$ cat config.mk
export PLATFORM = sky130hd
export DESIGN_NAME = column_scanner
export DESIGN_NICKNAME = d
export VERILOG_FILES = /design/src/rtl/column_scanner.sv
export SDC_FILE = /design/constraint.sdc
export NUM_CORES = 1
export LEC_CHECK = 0
export CAP_MARGIN = 20
export CORE_ASPECT_RATIO = 1.4
export CORE_MARGIN = 4
export CORE_UTILIZATION = 50
export CTS_CLUSTER_SIZE = 16
export DETAILED_ROUTE_END_ITERATION = 10
export HOLD_SLACK_MARGIN = 0.12
export PLACE_DENSITY = 0.76
export SLEW_MARGIN = 20
export SYNTH_ARGS = -nofsm -noshare
export SYNTH_HDL_FRONTEND = slang
export SYNTH_SLANG_ARGS = --single-unit
$ cat constraint.sdc
create_clock -name clk_33 -period 2.2 [get_ports clk_33]
set_input_delay 0.33 -clock clk_33 [delete_from_list [all_inputs] [get_ports clk_33]]
set_output_delay 0.33 -clock clk_33 [all_outputs]
set_load 0.01 [all_outputs]
$ cat src/rtl/column_scanner.sv
// column_scanner: time-multiplexed LED column driver.
// Scans N_COLS columns one at a time. Each column waits for a column_ready
// handshake, is lit for DISP_CYCLES, then blanked for GAP_CYCLES.
// frame_sync restarts the scan at column 0 after SYNC_DELAY cycles.
// Optional feature: define COLUMN_SCANNER_WATCHDOG_EN to add an on-time
// watchdog that cuts any column lit for MAX_ON_CYCLES consecutive cycles.
module column_scanner #(
    parameter int N_COLS        = 8,
    parameter int DISP_CYCLES   = 330,
    parameter int GAP_CYCLES    = 33,
    parameter int SYNC_DELAY    = 330,
    parameter int MAX_ON_CYCLES = 330
) (
    input  logic                      clk_33,
    input  logic                      nrst,
    input  logic                      enable,
    input  logic                      frame_sync,
    input  logic                      column_ready,
    input  logic                      clear_err,
    output logic [N_COLS-1:0]         mux_out,
    output logic [$clog2(N_COLS)-1:0] column_idx,
    output logic                      column_done,
    output logic                      overrun_err,
    output logic                      overdrive_err
);
    localparam int IW    = $clog2(N_COLS);
    localparam int MAXV0 = (DISP_CYCLES > GAP_CYCLES) ? DISP_CYCLES : GAP_CYCLES;
    localparam int MAXV  = (MAXV0 > SYNC_DELAY) ? MAXV0 : SYNC_DELAY;
    localparam int CW    = $clog2(MAXV + 1);

    localparam logic [CW-1:0] DISP_LAST = CW'(DISP_CYCLES - 1);
    localparam logic [CW-1:0] GAP_LAST  = CW'((GAP_CYCLES > 0) ? GAP_CYCLES - 1 : 0);
    localparam logic [CW-1:0] SYNC_LAST = CW'((SYNC_DELAY > 0) ? SYNC_DELAY - 1 : 0);
    localparam logic [IW-1:0] IDX_LAST  = IW'(N_COLS - 1);

    if (N_COLS < 2 || N_COLS > 32 || DISP_CYCLES < 1 || GAP_CYCLES < 0 ||
        SYNC_DELAY < 0 || MAX_ON_CYCLES < 1) begin : g_bad_cfg
        $error("column_scanner: illegal parameter set");
    end

    typedef enum logic [2:0] {IDLE, SYNC_WAIT, WAIT_READY, DISP, GAP} state_t;

    state_t        state, state_nxt;
    logic [CW-1:0] cnt, cnt_nxt;
    logic [IW-1:0] idx_nxt, idx_inc;
    logic          pend, pend_nxt;
    logic          wd_hit, disp_end, ovr_set;

    assign idx_inc  = (column_idx == IDX_LAST) ? '0 : column_idx + IW'(1);
    assign disp_end = (state == DISP) && ((cnt == DISP_LAST) || wd_hit);
    assign column_done = disp_end;

    // A second ready while one is still pending is an overrun; the pending
    // flag simply stays set.
    assign ovr_set = enable && !frame_sync && (state != IDLE) && column_ready && pend;

    // Column enable decoded purely from registered state, so it drops
    // immediately when the state register is reset.
    always_comb begin
        mux_out = '0;
        if (state == DISP) mux_out[column_idx] = 1'b1;
    end

`ifdef COLUMN_SCANNER_WATCHDOG_EN
    localparam int WW = $clog2(MAX_ON_CYCLES + 1);
    localparam logic [WW-1:0] WD_LAST = WW'(MAX_ON_CYCLES - 1);
    logic [WW-1:0] wd_cnt;
    logic          odr_set;

    // Count consecutive cycles with any column lit, independent of the FSM counter.
    always_ff @(posedge clk_33 or negedge nrst) begin
        if (!nrst)         wd_cnt <= '0;
        else if (|mux_out) wd_cnt <= wd_cnt + WW'(1);
        else               wd_cnt <= '0;
    end

    assign wd_hit  = (state == DISP) && (wd_cnt == WD_LAST);
    // Only a real cut counts: a natural end on the same cycle is not an error.
    assign odr_set = enable && !frame_sync && wd_hit && (cnt != DISP_LAST);

    // Sticky overdrive flag; a new cut wins over clear_err.
    always_ff @(posedge clk_33 or negedge nrst) begin
        if (!nrst)          overdrive_err <= 1'b0;
        else if (odr_set)   overdrive_err <= 1'b1;
        else if (clear_err) overdrive_err <= 1'b0;
    end
`else
    assign wd_hit        = 1'b0;
    assign overdrive_err = 1'b0;
`endif

    // Next-state, counter, column index and ready-pending logic.
    always_comb begin
        state_nxt = state;
        cnt_nxt   = cnt;
        idx_nxt   = column_idx;
        pend_nxt  = pend;
        if (!enable) begin
            state_nxt = IDLE;
            cnt_nxt   = '0;
            pend_nxt  = 1'b0;
        end else if (frame_sync) begin
            state_nxt = (SYNC_DELAY == 0) ? WAIT_READY : SYNC_WAIT;
            cnt_nxt   = '0;
            idx_nxt   = '0;
            pend_nxt  = 1'b0;
        end else begin
            if (state != IDLE && column_ready) pend_nxt = 1'b1;
            case (state)
                IDLE: ;
                SYNC_WAIT: begin
                    if (cnt == SYNC_LAST) begin
                        state_nxt = WAIT_READY;
                        cnt_nxt   = '0;
                    end else begin
                        cnt_nxt = cnt + CW'(1);
                    end
                end
                WAIT_READY: begin
                    if (pend || column_ready) begin
                        state_nxt = DISP;
                        cnt_nxt   = '0;
                        // consume one ready; a fresh pulse on top of a pending one stays queued
                        pend_nxt  = pend && column_ready;
                    end
                end
                DISP: begin
                    if (disp_end) begin
                        cnt_nxt = '0;
                        if (GAP_CYCLES == 0) begin
                            state_nxt = WAIT_READY;
                            idx_nxt   = idx_inc;
                        end else begin
                            state_nxt = GAP;
                        end
                    end else begin
                        cnt_nxt = cnt + CW'(1);
                    end
                end
                GAP: begin
                    if (cnt == GAP_LAST) begin
                        state_nxt = WAIT_READY;
                        cnt_nxt   = '0;
                        idx_nxt   = idx_inc;
                    end else begin
                        cnt_nxt = cnt + CW'(1);
                    end
                end
                default: state_nxt = IDLE;
            endcase
        end
    end

    // State, counter, index and pending registers.
    always_ff @(posedge clk_33 or negedge nrst) begin
        if (!nrst) begin
            state      <= IDLE;
            cnt        <= '0;
            column_idx <= '0;
            pend       <= 1'b0;
        end else begin
            state      <= state_nxt;
            cnt        <= cnt_nxt;
            column_idx <= idx_nxt;
            pend       <= pend_nxt;
        end
    end

    // Sticky overrun flag; a new overrun wins over clear_err.
    always_ff @(posedge clk_33 or negedge nrst) begin
        if (!nrst)          overrun_err <= 1'b0;
        else if (ovr_set)   overrun_err <= 1'b1;
        else if (clear_err) overrun_err <= 1'b0;
    end

endmodule

==> impl_metrics.toml <==
[status]
status = "finished clean"

[critical_path]
r2r_slack_ns = 0.41
critPathLaunchType = "flip-flop"
path_class = "reg -> out"
worstPathRequired_ns = 1.87
worstReg2RegEnd = "cnt[7]"
timing.rr.start = "state[2]"
reg2regPathDepth = 6
crit_arrival_ns = 1.75
cp-end-kind = "output pin"
worst-path-max-fanout = 5
setup.worst_path.start = "state[2]"

[floorplan]
coreArea_um2 = 2252
initial_core_util = 0.5411
rows = 20
die_h_um = 66.42
die_area_um2 = 3302
die_w_um = 49.73
io_pins = 20

[power]
p_comb_frac = 0.206
power_density_nw_per_um2 = 434.0
power_switching_mw = 0.1917
switching_share = 0.2954
leakagePower_nw = 0.6610
pwr-share-seq = 0.539
ir_drop_mv = 0.2896
p_int_mw = 0.4573
clkPwrFrac = 0.256
finalPower_mw = 0.6489

[synth]
ys_seq_elements = 17
syn_inst = 144
synth_area_per_cell_um2 = 8.463
seq_area_frac_synth = 0.3491
yosys_warnings = 0
syn_area_um2 = 1219
synth.distinct_cells = 41
synth_nets = 155

[clock_network]
numCtsBuffers = 3
cts_max_level = 1
cts.sinks = 17
cts_tree = "done"
cts-root-buf = "clkbuf_4"
clock_latency_ns = 0.29
path_clk_slew_ns = 0.10
cts_buffer_depth = 2

[timing]
rsz0062_at_grt = "false"
slew_violations = 0
hold_ws_ns = 0.3301
min_period_over_period = 0.9436
fin_skew_ns = 0.004961
hold_viol = 0
fmax_mhz = 481.7
tns_ns = 0
finalSetupViolations = 0
fin_crit_ns = 2.076

[detailed_routing]
initialDrtViolationCount = 25
routed_wl_um = 2814
firstDrtPassIters = 4
remaining_drc_errors = 0
via_per_inst = 6.052
antenna_left = 0
wire_per_inst_um = 14.73
vias = 1156

[global_routing]
grt_max_degree = 14
grt_pass1_vias = 1123
antenna_found_initial = 0
grt_pass1_wl_um = 4933
grt-ovfl-total = 0
track_usage = 0.1945

[job]
drv_cap = 0

[final_layout]
layout_common_cells = "nor2_1 (21), dfrtp_1 (16), clkdlybuf4s50_1 (16)"
antennaDiodeCount = 0
nets = 181
final_common_cell = "nor2_1"
fillers = 202
final_layout_size_suffix_gt1_frac = 0.1598
syn_to_final_growth_pct = 22.69
finish.utilization = 0.6639
instances_no_fill = 191

[hold_path]
min_path_type = "in -> async"

[placed_design]
hpwl_um = 2200
gp_congestion = 0.9635
numPlacedInstances = 186
port_buffers = 18
[how the worst max path moves through the flow]
stage                             end  slack [ns]  cells past startpoint
after floorplan           column_done        0.62                      5
after global placement    column_done        0.14                      6
after detailed placement  column_done        0.11                      6
after CTS                  mux_out[1]        0.03                      4
after global routing       mux_out[0]        0.02                      4
final                      mux_out[2]        0.12                      4
[cells in the mapped netlist (all sizes together)]
| cell | count | share of area |
|---|---|---|
| and4 | 1 | 0.0072 |
| o22ai | 4 | 0.021 |
| a22oi | 3 | 0.018 |
| and3 | 7 | 0.036 |
| or3b | 1 | 0.0072 |
| buf | 5 | 0.035 |
| a21oi | 6 | 0.028 |
| nor2 | 21 | 0.065 |
| inv | 7 | 0.022 |
| or3 | 3 | 0.020 |
| nor4 | 4 | 0.036 |
| mux2i | 3 | 0.025 |
| nand3 | 5 | 0.021 |
| dfrtp | 17 | 0.35 |
| conb | 1 | 0.0031 |
| and4b | 2 | 0.016 |
| clkbuf | 1 | 0.0031 |
| nand2 | 14 | 0.043 |
| a21boi | 2 | 0.012 |
| a31oi | 1 | 0.0051 |
| xnor2 | 1 | 0.0072 |
| nand2b | 1 | 0.0051 |
| nor3 | 13 | 0.071 |
| ha | 5 | 0.051 |
| o32ai | 1 | 0.0072 |
| o21ai | 6 | 0.028 |
| o211ai | 1 | 0.0062 |
| nor3b | 1 | 0.015 |
| o21a | 1 | 0.0062 |
| nor2b | 3 | 0.015 |
| nand4 | 2 | 0.010 |
| and2b | 1 | 0.0062 |
[worst max-delay path, stage by stage (launching register included)]
cell             delay [ns]
dfrtp_1                0.42
nor2b_4                0.17
nand3_1                0.18
nor2_1                 0.14
clkdlybuf4s50_1        0.56
[power by group through the flow]
| stage | clock network [mW] | logic, mW | registers (mW) |
|---|---|---|---|
| floorplan | 0 | 0.0712 | 0.354 |
| global placement | 0 | 0.127 | 0.353 |
| detailed placement | 0 | 0.130 | 0.355 |
| CTS | 0.174 | 0.132 | 0.348 |
| global route | 0.192 | 0.150 | 0.353 |
| finish | 0.166 | 0.133 | 0.349 |
[cells by family (layout without fill, tap and decap cells)]
group | Yosys count | in the layout | synth area share
other | 1 | 1 | 0.003077
buffers and inverters | 13 | 38 | 0.05954
multiplexers | 3 | 3 | 0.02464
XOR/XNOR | 1 | 1 | 0.007188
AO/OA/AOI/OAI | 25 | 25 | 0.1314
flip-flops | 17 | 17 | 0.3491
adder cells (fa/ha/maj) | 5 | 5 | 0.05133
AND/OR/NAND/NOR | 79 | 79 | 0.3737
[stage by stage]
step,area [um2],setup WS [ns]
after floorplan,1219,0.6223
after global placement,1440,0.1426
after detailed placement,1440,0.1088
after CTS,1469,0.03362
after global routing,1495,0.01960
final,1495,0.1241
[timing repair]
| item | CTS | global route |
|---|---|---|
| gates resized for setup | 2 | 5 |
| hold buffers | 0 | 0 |
| setup endpoints to repair | 6 | 9 |
| buffers inserted | 0 | 1 |
| endpoints found under the hold margin | 0 | 0 |
[state kept, by name, summed over array words and instances (netlist names)]
signal,count
cnt,9
column_idx,3
overrun_err,1
pend,1
state,3
[metal layers]
layer	GRT usage	vias up	share of wire	wire length, um
met4	0.1176	0	0.025	71
li1	-	563	-	-
met1	0.2006	552	0.39	1102
met3	0.04515	8	0.049	139
met2	0.3510	33	0.53	1500
met5	0	-	0	0
[layout make-up]
| cell class | instances | area [um2] | share of cell area |
|---|---|---|---|
| Multi-Input combinational cell | 114 | 738.2 | 0.4937 |
| Clock buffer | 3 | 22.52 | 0.01506 |
| Sequential cell | 17 | 426.7 | 0.2854 |
| Clock inverter | 1 | 5.005 | 0.003347 |
| Inverter | 7 | 26.28 | 0.01757 |
| Tap cell | 22 | 27.53 | 0.01841 |
| Timing Repair Buffer | 27 | 249.0 | 0.1665 |
Power figures use the tool's default switching activity.
==> variant (config.mk and constraints unchanged) <==
The option `COLUMN_SCANNER_WATCHDOG_EN` is turned on by a define.
--- a/src/rtl/column_scanner.sv
+++ b/src/rtl/column_scanner.sv
@@ -4,6 +4,8 @@
 // frame_sync restarts the scan at column 0 after SYNC_DELAY cycles.
 // Optional feature: define COLUMN_SCANNER_WATCHDOG_EN to add an on-time
 // watchdog that cuts any column lit for MAX_ON_CYCLES consecutive cycles.
+`define COLUMN_SCANNER_WATCHDOG_EN
+
 module column_scanner #(
     parameter int N_COLS        = 8,
     parameter int DISP_CYCLES   = 330,
Check against the original RTL: no difference found for any inputs over 10 cycles, from zero or initial values and one cycle with nrst low; that may be too few to reach the edited logic, so the function may still have changed.
==> variant against the unedited design <==
Power up 33%; hold slack better by 97 ps; clock skew down 2.9 ps; final area up 41%; worst setup slack worse by 12 ps; maximum frequency down 0.59%; register-to-register slack worse by 280 ps; sequential cell count up 10; die area up 33%; routed wire length up 49%; count of clock-buffer cells in the layout up 1; cell count up 33%; area after synthesis up 39%; critical path type unchanged; highest routed layer unchanged.
==> variant: results (changes against the unedited design) <==
outcome:
  status: "complete, no violations"  # unchanged
sta:
  worst_slack_ps: 112  # was 124 ps
  finClkSkew_ps: 2.01  # was 4.96 ps
cts:
  clk_pin_slew_ps: 90
  htree_levels: 1  # unchanged
  insertion_delay_ps: 270  # was 290 ps
  cts_root_buf: "clkbuf_8"  # was clkbuf_4
grt:
  grt_use_total: 0.201  # was 0.194
  grt_pass1_vias: 1553  # was 1123
  grt_max_degree: 28  # was 14
  grt_pass1_wl_um: 7160  # was 4930 µm
detailed_routing:
  vias_per_cell: 5.87  # was 6.05
  drtIter0Drc: 73  # was 25
  wirelength_um: 4180  # was 2810 µm
finish:
  reg.largest.list: "cnt: 9 flops, wd_cnt: 9 flops"  # was cnt: 9 flops, column_idx: 3 flops, state: 3 flops
  fin_nets: 229  # was 181
setup_path:
  regToRegSetupSlack_ps: 130  # was 410 ps
  crit_end: "mux_out[1]"  # was mux_out[2]
  worstReg2RegStart: "cnt[0]$_DFFE_PN0P_"  # was state[2]$_DFFE_PN0P_
  r2r_cells: 6  # unchanged
  crit_path_max_fanout: 10  # was 5
yosys:
  synth_fa_ha_area_frac: 0.0517  # was 0.0513
  synthTopCellsByArea: "dfrtp_1 (40%), ha_1 (5.2%), nor2_1 (3.3%), nand3_1 (3.3%), nand2_1 (2.9%)"  # was dfrtp_1 (35%), nor2_1 (6.5%), ha_1 (5.1%), nand2_1 (4.3%), nor3_1 (4.1%)
  synth_compound_area_frac: 0.180  # was 0.131
  synth.avg_cell_area_um2: 9.46  # was 8.46 µm²
  yosys-mux-area-fraction: 0.00665  # was 0.0246
  seq_area_frac_synth: 0.399  # was 0.349
  synth_fp_nets: 192  # was 155
  synthXorXnorAreaFrac: 0.0207  # was 0.00719
  synth_cell_types: 51  # was 41
pwr:
  pwr-share-comb: 0.088  # was 0.206
  power.total_w: 0.000865  # was 0.000649 W
  p_leak_nw: 0.912  # was 0.661 nW
  peakVddDrop_mv: 0.262  # was 0.290 mV
  p_int_w: 0.000663  # was 0.000457 W
  powerSeq_w: 0.000506  # was 0.000349 W
placement:
  gp_congestion: 0.873  # was 0.964
  hpwl_um: 3240  # was 2200 µm
  pre_cts_slack_ps: 44.3  # was 109 ps
  post_dp_cell_area_um2: 2040  # was 1440 µm²
==> variant: cell types whose count changed after synthesis, moves of 6 or more <==
| cell | before | now |
|---|---|---|
| dfrtp_1 | 17 | 27 |
| nor2_1 | 21 | 15 |
| nand3_1 | 5 | 11 |
| nand2b_1 | 1 | 7 |
==> variant: area by class of cell <==
cell class | instances | area [µm²]
fillers | 270 | 1070
clock buffers | 4 | 45.0
flip-flops and latches | 27 | 676
well taps | 39 | 48.8
multi-input cells | 138 | 982
repair buffers | 39 | 335
inverters | 7 | 26.3
==> variant: what timing repair did <==
item | in CTS | in global routing
resized for setup | 9 | 6
endpoints found under the setup margin | 9 | 5
buffers inserted | 0 | 1
hold buffers | 0 | 0
==> variant: layer usage <==
| metal | vias up | global-route usage | routed length (µm) |
|---|---|---|---|
| met1 | 719 | 0.228 | 1640 |
| met3 | 9 | 0.0202 | 96 |
| met5 | - | 0 | 0 |
| li1 | 735 | - | - |
| met4 | 0 | 0.0858 | 89 |
| met2 | 28 | 0.371 | 2350 |
